==> src/rtl/uart_pkg.sv <==
// -----------------------------------------------------------------------------
// uart_pkg
// Shared definitions for the board UART receive path.
//   - uart_state_e  : 3-bit receiver state encoding.
//   - UART_BAUD_DIV : default clocks-per-bit for 125 MHz / 460800 baud.
// Optional build macro used by the receiver: UART_RX_PARITY_EN.
// -----------------------------------------------------------------------------
package uart_pkg;

    localparam int unsigned UART_CLK_HZ   = 125_000_000;
    localparam int unsigned UART_BAUD     = 460_800;
    localparam int unsigned UART_BAUD_DIV = UART_CLK_HZ / UART_BAUD;  // 271

    typedef enum logic [2:0] {
        ST_IDLE   = 3'd0,
        ST_START  = 3'd1,
        ST_DATA   = 3'd2,
        ST_PARITY = 3'd3,
        ST_STOP   = 3'd4,
        ST_BREAK  = 3'd5
    } uart_state_e;

endpackage

==> src/rtl/uart_rx_sync.sv <==
// -----------------------------------------------------------------------------
// uart_rx_sync
// SYNC_STAGES-deep flip-flop synchronizer for an asynchronous level input.
// Flops reset to 1 so an idle-high line never looks like activity after reset.
// Ports:
//   clk     : destination clock
//   rst     : synchronous reset, active-high (presets the chain to 1)
//   async_i : asynchronous input
//   sync_o  : synchronized output
// -----------------------------------------------------------------------------
module uart_rx_sync #(
    parameter int SYNC_STAGES = 2
) (
    input  logic clk,
    input  logic rst,
    input  logic async_i,
    output logic sync_o
);

    logic [SYNC_STAGES-1:0] sync_q;

    always_ff @(posedge clk) begin
        if (rst) begin
            sync_q <= '1;
        end else begin
            sync_q <= {sync_q[SYNC_STAGES-2:0], async_i};
        end
    end

    assign sync_o = sync_q[SYNC_STAGES-1];

endmodule

==> src/rtl/uart_rx_axis.sv <==
// -----------------------------------------------------------------------------
// uart_rx_axis
// UART receiver (8N1 by default) presenting received words as an AXI-stream
// source through a one-entry output register.
// Build option: define UART_RX_PARITY_EN to add an even-parity bit between the
// data bits and the stop bit, plus the parity_error output.
// Ports:
//   clk, rst        : clock, synchronous active-high reset
//   rxd             : asynchronous serial input, idle high
//   m_axis_tdata    : received word
//   m_axis_tvalid   : word valid
//   m_axis_tready   : sink ready
//   busy            : receiver not in IDLE
//   frame_error     : one-cycle pulse, stop bit sampled low
//   overrun_error   : one-cycle pulse, completed word dropped (register full)
//   parity_error    : (UART_RX_PARITY_EN only) one-cycle pulse, parity mismatch
// -----------------------------------------------------------------------------
module uart_rx_axis
    import uart_pkg::*;
#(
    parameter int DATA_WIDTH  = 8,
    parameter int BAUD_DIV    = UART_BAUD_DIV,
    parameter int SYNC_STAGES = 2
) (
    input  logic                  clk,
    input  logic                  rst,
    input  logic                  rxd,
    output logic [DATA_WIDTH-1:0] m_axis_tdata,
    output logic                  m_axis_tvalid,
    input  logic                  m_axis_tready,
    output logic                  busy,
    output logic                  frame_error,
    output logic                  overrun_error
`ifdef UART_RX_PARITY_EN
    ,
    output logic                  parity_error
`endif
);

    localparam int CW = $clog2(BAUD_DIV + 1);
    localparam int BW = $clog2(DATA_WIDTH + 1);

    localparam logic [CW-1:0] CNT_FULL = CW'(BAUD_DIV);
    localparam logic [CW-1:0] CNT_HALF = CW'(BAUD_DIV / 2);
    localparam logic [BW-1:0] LAST_BIT = BW'(DATA_WIDTH - 1);

    logic                  rxd_s;
    uart_state_e           state_q;
    logic [CW-1:0]         cnt_q;
    logic [BW-1:0]         bitcnt_q;
    logic [DATA_WIDTH-1:0] shift_q;
    logic [DATA_WIDTH-1:0] tdata_q;
    logic                  tvalid_q;
    logic                  fe_q;
    logic                  oe_q;
    logic                  expire;
    logic                  parity_ok;
    logic                  deliver;
    logic                  load;
    logic                  overrun;

    uart_rx_sync #(
        .SYNC_STAGES(SYNC_STAGES)
    ) u_sync (
        .clk    (clk),
        .rst    (rst),
        .async_i(rxd),
        .sync_o (rxd_s)
    );

    // The count is treated as reaching 0 in the cycle it would step from 1 to
    // 0; acting on it there makes the sample spacing exactly BAUD_DIV clocks.
    assign expire = (cnt_q == CW'(1));

`ifdef UART_RX_PARITY_EN
    logic par_q;
    logic pe_q;
    assign parity_ok = ((^shift_q) == par_q);
`else
    assign parity_ok = 1'b1;
`endif

    // A good stop bit delivers the word; it is accepted when the register is
    // empty or is being emptied by a handshake in this same cycle.
    assign deliver = (state_q == ST_STOP) && expire && rxd_s && parity_ok;
    assign load    = deliver && (!tvalid_q || m_axis_tready);
    assign overrun = deliver && tvalid_q && !m_axis_tready;

    always_ff @(posedge clk) begin
        if (rst) begin
            state_q  <= ST_IDLE;
            cnt_q    <= '0;
            bitcnt_q <= '0;
            shift_q  <= '0;
            tdata_q  <= '0;
            tvalid_q <= 1'b0;
            fe_q     <= 1'b0;
            oe_q     <= 1'b0;
`ifdef UART_RX_PARITY_EN
            par_q    <= 1'b0;
            pe_q     <= 1'b0;
`endif
        end else begin
            fe_q <= 1'b0;
            oe_q <= overrun;
`ifdef UART_RX_PARITY_EN
            pe_q <= 1'b0;
`endif
            if (load) begin
                tdata_q  <= shift_q;
                tvalid_q <= 1'b1;
            end else if (tvalid_q && m_axis_tready) begin
                tvalid_q <= 1'b0;
            end

            case (state_q)
                ST_IDLE: begin
                    if (!rxd_s) begin
                        cnt_q   <= CNT_HALF;
                        state_q <= ST_START;
                    end
                end
                ST_START: begin
                    if (expire) begin
                        cnt_q <= CNT_FULL;
                        if (rxd_s) begin
                            state_q <= ST_IDLE;  // glitch, not a start bit
                        end else begin
                            bitcnt_q <= '0;
                            state_q  <= ST_DATA;
                        end
                    end else begin
                        cnt_q <= cnt_q - 1'b1;
                    end
                end
                ST_DATA: begin
                    if (expire) begin
                        // LSB first: each new bit enters at the MSB and the
                        // register shifts right, so bit 0 ends in the LSB.
                        shift_q  <= {rxd_s, shift_q[DATA_WIDTH-1:1]};
                        bitcnt_q <= bitcnt_q + 1'b1;
                        cnt_q    <= CNT_FULL;
                        if (bitcnt_q == LAST_BIT) begin
`ifdef UART_RX_PARITY_EN
                            state_q <= ST_PARITY;
`else
                            state_q <= ST_STOP;
`endif
                        end
                    end else begin
                        cnt_q <= cnt_q - 1'b1;
                    end
                end
`ifdef UART_RX_PARITY_EN
                ST_PARITY: begin
                    if (expire) begin
                        par_q   <= rxd_s;
                        cnt_q   <= CNT_FULL;
                        state_q <= ST_STOP;
                    end else begin
                        cnt_q <= cnt_q - 1'b1;
                    end
                end
`endif
                ST_STOP: begin
                    if (expire) begin
                        cnt_q <= CNT_FULL;
                        if (!rxd_s) begin
                            // Framing error wins over parity; wait for idle.
                            fe_q    <= 1'b1;
                            state_q <= ST_BREAK;
                        end else begin
`ifdef UART_RX_PARITY_EN
                            pe_q    <= !parity_ok;
`endif
                            state_q <= ST_IDLE;
                        end
                    end else begin
                        cnt_q <= cnt_q - 1'b1;
                    end
                end
                ST_BREAK: begin
                    if (rxd_s) begin
                        cnt_q   <= CNT_FULL;
                        state_q <= ST_IDLE;
                    end
                end
                default: begin
                    state_q <= ST_IDLE;
                end
            endcase
        end
    end

    assign m_axis_tdata  = tdata_q;
    assign m_axis_tvalid = tvalid_q;
    assign busy          = (state_q != ST_IDLE);
    assign frame_error   = fe_q;
    assign overrun_error = oe_q;
`ifdef UART_RX_PARITY_EN
    assign parity_error  = pe_q;
`endif

endmodule

==> config.mk <==
export PLATFORM = sky130hd
export DESIGN_NAME = uart_rx_axis
export DESIGN_NICKNAME = d
export VERILOG_FILES = /design/src/rtl/uart_pkg.sv /design/src/rtl/uart_rx_sync.sv /design/src/rtl/uart_rx_axis.sv
export SDC_FILE = /design/constraint.sdc
export NUM_CORES = 1
export LEC_CHECK = 0
export CORE_ASPECT_RATIO = 0.7
export CORE_UTILIZATION = 35
export DETAILED_ROUTE_END_ITERATION = 16
export GPL_ROUTABILITY_DRIVEN = 0
export PLACE_DENSITY = 0.61
export SKIP_LAST_GASP = 1
export SYNTH_ARGS = -nofsm -noshare
export SYNTH_HDL_FRONTEND = slang
export SYNTH_SLANG_ARGS = --single-unit
==> constraint.sdc <==
create_clock -name clk -period 3.5 [get_ports clk]
set_input_delay 0.35 -clock clk [delete_from_list [all_inputs] [get_ports clk]]
set_output_delay 0.35 -clock clk [all_outputs]
set_load 0.01 [all_outputs]
Word-level counts from Yosys, hierarchy flattened
Cells that the tools add are included.

storage, ports and cells
  bits in registers = 37
  input port bits = 4
  output and inout port bits = 12

operators by class
  $add $sub $neg = 2
  eq/ne operators = 13
  muxes and demuxes = 20
  bitwise logic cells = 2
  reductions and logical operators = 20

operator list
  cell                                                  count
  two-way mux 9 bit                                     3
  one-hot mux 9 bit (3 select lines)                    1
  two-way mux 3 bit                                     7
  one-hot mux 3 bit (5 select lines)                    1
  two-way mux 4 bit                                     3
  != test 2 bit (second input constant)                 6
  equality test 9 x 1 -> 1 bit (second input constant)  1
  subtractor 9 x 1 -> 9 bit (second input constant)     1
  one-hot mux 4 bit (2 select lines)                    1
  equality test 3 bit (second input constant)           2
  logical AND 1 bit                                     6
  AND reduction 6 bit                                   1
  nonzero test 3 bit                                    2
  OR reduction 3 bit                                    2
  adder 4 x 1 -> 4 bit (second input constant)          1
  equality test 4 x 3 -> 1 bit (second input constant)  1
  AND reduction 4 bit                                   1
  nonzero test 2 bit                                    2
  equality test 3 x 1 -> 1 bit (second input constant)  1
  equality test 3 x 2 -> 1 bit (second input constant)  1
  zero test 3 bit                                       1
  two-way mux 1 bit                                     3
  AND reduction 3 bit                                   1
  zero test 1 bit                                       2
  5 further kinds                                       6

Depth between registers and ports, before layout
  depth after elaboration = 5
  depth in mapped cells = 8
  mapped depth without buffers = 6

Modules after synthesis
From an unflattened synthesis, not the netlist that was laid out.

unflattened totals
  cell total of the unflattened synthesis = 198
  area, all modules = 1710.4 sq um

by module, submodules not included
  module        instances  cells an instance  area each (sq um)  seq. area each (sq um)
  uart_rx_axis  1          194                1657.8             700.7
  uart_rx_sync  1          4                  52.6               40.0

Least setup slack after synthesis
OpenSTA, ideal clock, no wires.

  path kind = flip-flop to flip-flop
  start point = register cnt_q[0]
  end point = register shift_q[0]
  setup time = 0.128 ns
  arrival = 1.515 ns
  data required time = 3.372 ns
  slack = 1.857 ns
  stages on the path, launching flop included = 8
  cell sequence = dfxtp_1 > ha_1 > nor4b_4 > and4_1 > buf_4 > buf_6 > mux2i_1 > nor2_1

on the way
  cells in the longest elaborated chain, start to end = 2

ends and longest elaborated chain
  element                        RTL line             source
  start: declaration             uart_rx_axis.sv:49   logic [CW-1:0] cnt_q;
  start signal: assignment       uart_rx_axis.sv:133  cnt_q <= cnt_q - 1'b1;
  start signal: assignment       uart_rx_axis.sv:151  cnt_q <= cnt_q - 1'b1;
  start signal: assignment       uart_rx_axis.sv:179  cnt_q <= cnt_q - 1'b1;
  equality test 9 x 1 -> 1 bit   uart_rx_axis.sv:73   assign expire = (cnt_q == CW'(1));
  AND reduction 2 bit (no line)  -
  end signal: assignment         uart_rx_axis.sv:140  shift_q <= {rxd_s, shift_q[DATA_WIDTH-1:1]};
  end: declaration               uart_rx_axis.sv:51   logic [DATA_WIDTH-1:0] shift_q;

Every way passes these cells.
A chain may end at the register's enable or synchronous reset.

Worst setup path after layout
  start point = register cnt_q[0]
  end point = register bitcnt_q[2]

on the way
  cells in the longest elaborated chain, start to end = 3
  elaborated cells on any way between the ends = 4

ends and longest elaborated chain
  element                          RTL line             source
  equality test 9 x 1 -> 1 bit *   uart_rx_axis.sv:73
  != test 2 bit (no line)          -
  AND reduction 4 bit (no line) *  -
  end signal: assignment           uart_rx_axis.sv:141  bitcnt_q <= bitcnt_q + 1'b1;
  end: declaration                 uart_rx_axis.sv:50   logic [BW-1:0] bitcnt_q;

Mark *: on every way between the ends. The rest lies on a longest branch, timed or not.

==> flow_summary.ini <==
[run_status]
status = complete, no violations

[hold_path]
hold_path.class = reg -> reg

[setup_path]
required_ns = 3.71
cp.arrival_ns = 2.31
critPathCaptureType = flop
crit_end = bitcnt_q[2]$_SDFFE_PP0P_
critPathKind = reg -> reg
worstSetupStartpointType = flop
r2r-end = bitcnt_q[2]$_SDFFE_PP0P_
r2r-start = cnt_q[0]$_SDFFE_PP0P_
cp-startpoint = cnt_q[0]$_SDFFE_PP0P_
rrSetupSlack_ns = 1.39
rr_worst_depth = 5
worstPathMaxFanout = 13

[cts]
ctsLongestPathBuffers = 2
cts-buffers-inserted = 5
cts_hold_buf = 0
clk_pin_slew_ns = 0.07
clkSinkCount = 37
postCtsSetupBuffers = 0
post_cts_resized = 0
root_buffer = clkbuf_8
cts_tree = yes
htree_levels = 2
clk_latency_ns = 0.29

[floorplan]
die-width_um = 88.3
rows = 21
initial_core_util_pct = 37.3
dieHeight_um = 62.4
pin_count = 16
coreArea_um2 = 4890
dieArea_um2 = 5510

[timing]
setup_violations = 0
fin_setup_tns_ns = 0
relSlewSlack_pct = 57.7
hold_viol_final = 0
holdWs_ns = 0.413
finalClockSkew_ns = 0.00494
final.min_clock_period_ns = 2.11
final_max_slew_viol_count = 0
rsz0062_at_grt = false
tightestPinTransition_ns = 0.634
fin_crit_sh_pct = 60.2
fmax_ghz = 0.475

[power_and_ir_drop]
power.density_nw_per_um2 = 390
vdd_ir_drop_max_mv = 0.212
leakage_nw = 0.696
power_w = 0.000804

[grt]
grt_first_pass_wirelength_um = 6510
grt_antenna_before_repair = 0
grt_max_degree = 24
grt_pass1_vias = 1314
overflow = 0
grt.total_usage_pct = 15.0

[placement]
postPlaceCellArea_um2 = 1980
place_hpwl_um = 2640
io_buffers = 15

[yosys]
ys_seq_elements = 37
synthDistinctLibCells = 51
avgSynthCellArea_um2 = 9.21
yosysSeqAreaShare_pct = 40.6
synth_cells = 198
synthSimpleGateAreaFrac_pct = 25.9
synth_xor_area_share_pct = 0
synthMuxAreaShare_pct = 9.33
synth_compound_area_share_pct = 15.1
ys_top_cells_by_area = dfxtp_1 (41%), mux2i_1 (9.3%), nor2_1 (5.1%)
synth_area_leader_cell = dfxtp_1
synth_top_family_by_area = simple AND/OR/NAND/NOR gates
netlist_area_um2 = 1820
synthAdderAreaFrac_pct = 2.06
ys.warnings.count = 0
synth_edf_count = 0
syn-num-nets = 205
async_flop_share_pct = 0
netlist.area_leader.share_pct = 40.6
synth_ff_type = dfxtp_1

[routing]
vias = 1407
first_iter_violations = 136
route.antenna.remaining_nets = 0
drcViolationCount = 0
avgRoutedWirePerCell_um = 13.1
routed_wl_um = 3640
via_per_inst = 5.06
first_pass_iters = 4

[job]
maxCapViolCount = 0

[layout]
final_area_um2 = 2060
n_fill_cell = 508
antenna_cells = 0
area_growth_pct = 13.0
drive_gt1_share_pct = 11.0
nets = 215
==> flip-flops by register name, summed over array words and instances (netlist names) <==
name	flops
u_sync.sync_q	2
m_axis_tdata	8
frame_error	1
bitcnt_q	4
state_q	3
shift_q	8
m_axis_tvalid	1
overrun_error	1
cnt_q	9
==> report_power, final <==
part | leakage [nW] | internal, W | total [W] | switching (W)
combinational | 0.351 | 0.0000351 | 0.0000786 | 0.0000436
clock | 0.0450 | 0.000138 | 0.000282 | 0.000144
sequential | 0.299 | 0.000428 | 0.000443 | 0.0000146
==> cell usage in the layout (no fill, tap or decap), types with 4 or more instances in the layout <==
cell             count
a31oi_1              4
inv_1                8
o21ai_0              4
nand2_1             14
a21oi_1              8
nand3_1              7
nor2_1              25
clkdlybuf4s50_1     15
clkbuf_8             5
dfxtp_1             37
mux2i_1             17
nand4_1              4
==> layer usage <==
layer | vias to the layer above | track usage [%] | wire length (um)
li1 | 741 | - | -
met1 | 646 | 23.8 | 2030
met2 | 17 | 19.4 | 1470
met3 | 3 | 3.96 | 125
met4 | 0 | 4.23 | 21
met5 | - | 0 | 0
==> cells in the mapped netlist (3+ instances only) <==
cell type / n
a211oi_1: 3
a21boi_0: 3
a21oi_1: 8
a221oi_1: 3
a31oi_1: 4
buf_2: 3
buf_4: 3
buf_6: 4
clkbuf_1: 4
dfxtp_1: 37
ha_1: 3
inv_1: 8
mux2i_1: 17
nand2_1: 14
nand3_1: 7
nand4_1: 4
nor2_1: 25
o21ai_0: 4
or2_2: 3
==> final cells by class <==
| cell class | count | area, um2 | area share (%) |
|---|---|---|---|
| Multi-Input combinational cell | 139 | 955 | 46.4 |
| Sequential cell | 37 | 741 | 36.0 |
| Timing Repair Buffer | 17 | 165 | 8.02 |
| Tap cell | 69 | 86.3 | 4.19 |
| Clock buffer | 6 | 72.6 | 3.52 |
| Inverter | 8 | 30.0 | 1.46 |
| Clock inverter | 2 | 10.0 | 0.486 |
==> stage by stage <==
stage	utilization [%]	worst slack, ns	cells
after global routing	42.1	1.21	278
after detailed placement	40.5	1.40	270
after CTS	42.1	1.38	278
after floorplan	-	1.86	198
final	42.1	1.39	278
after global placement	40.5	1.48	270
==> cell families (layout without fill, tap and decap cells) <==
group,after synthesis,count (layout)
buffers and inverters,22,33
adders and majority gates,3,3
AOI/OAI and AO/OA,38,38
muxes,17,17
DFF,37,37
and+or+nand+nor,81,81
==> how the worst min path moves through the flow <==
stage / start / to / slack (ns) / cells after the start
global placement: u_sync.sync_q[0]$_SDFF_PP1_ / u_sync.sync_q[1]$_SDFF_PP1_ / 0.39 / 1
detailed placement: u_sync.sync_q[0]$_SDFF_PP1_ / u_sync.sync_q[1]$_SDFF_PP1_ / 0.40 / 1
finish: u_sync.sync_q[0]$_SDFF_PP1_ / u_sync.sync_q[1]$_SDFF_PP1_ / 0.41 / 1
global route: u_sync.sync_q[0]$_SDFF_PP1_ / u_sync.sync_q[1]$_SDFF_PP1_ / 0.42 / 1
CTS: u_sync.sync_q[0]$_SDFF_PP1_ / u_sync.sync_q[1]$_SDFF_PP1_ / 0.42 / 1
floorplan: u_sync.sync_q[0]$_SDFF_PP1_ / u_sync.sync_q[1]$_SDFF_PP1_ / 0.39 / 1
==> worst max-delay path: stages (launching register included) <==
cell	delay [ns]
dfxtp_1	0.44
ha_1	0.21
nor4b_4	0.33
and4_1	0.67
a21oi_1	0.15
a211oi_1	0.23
(Power assumes the default switching activity.)
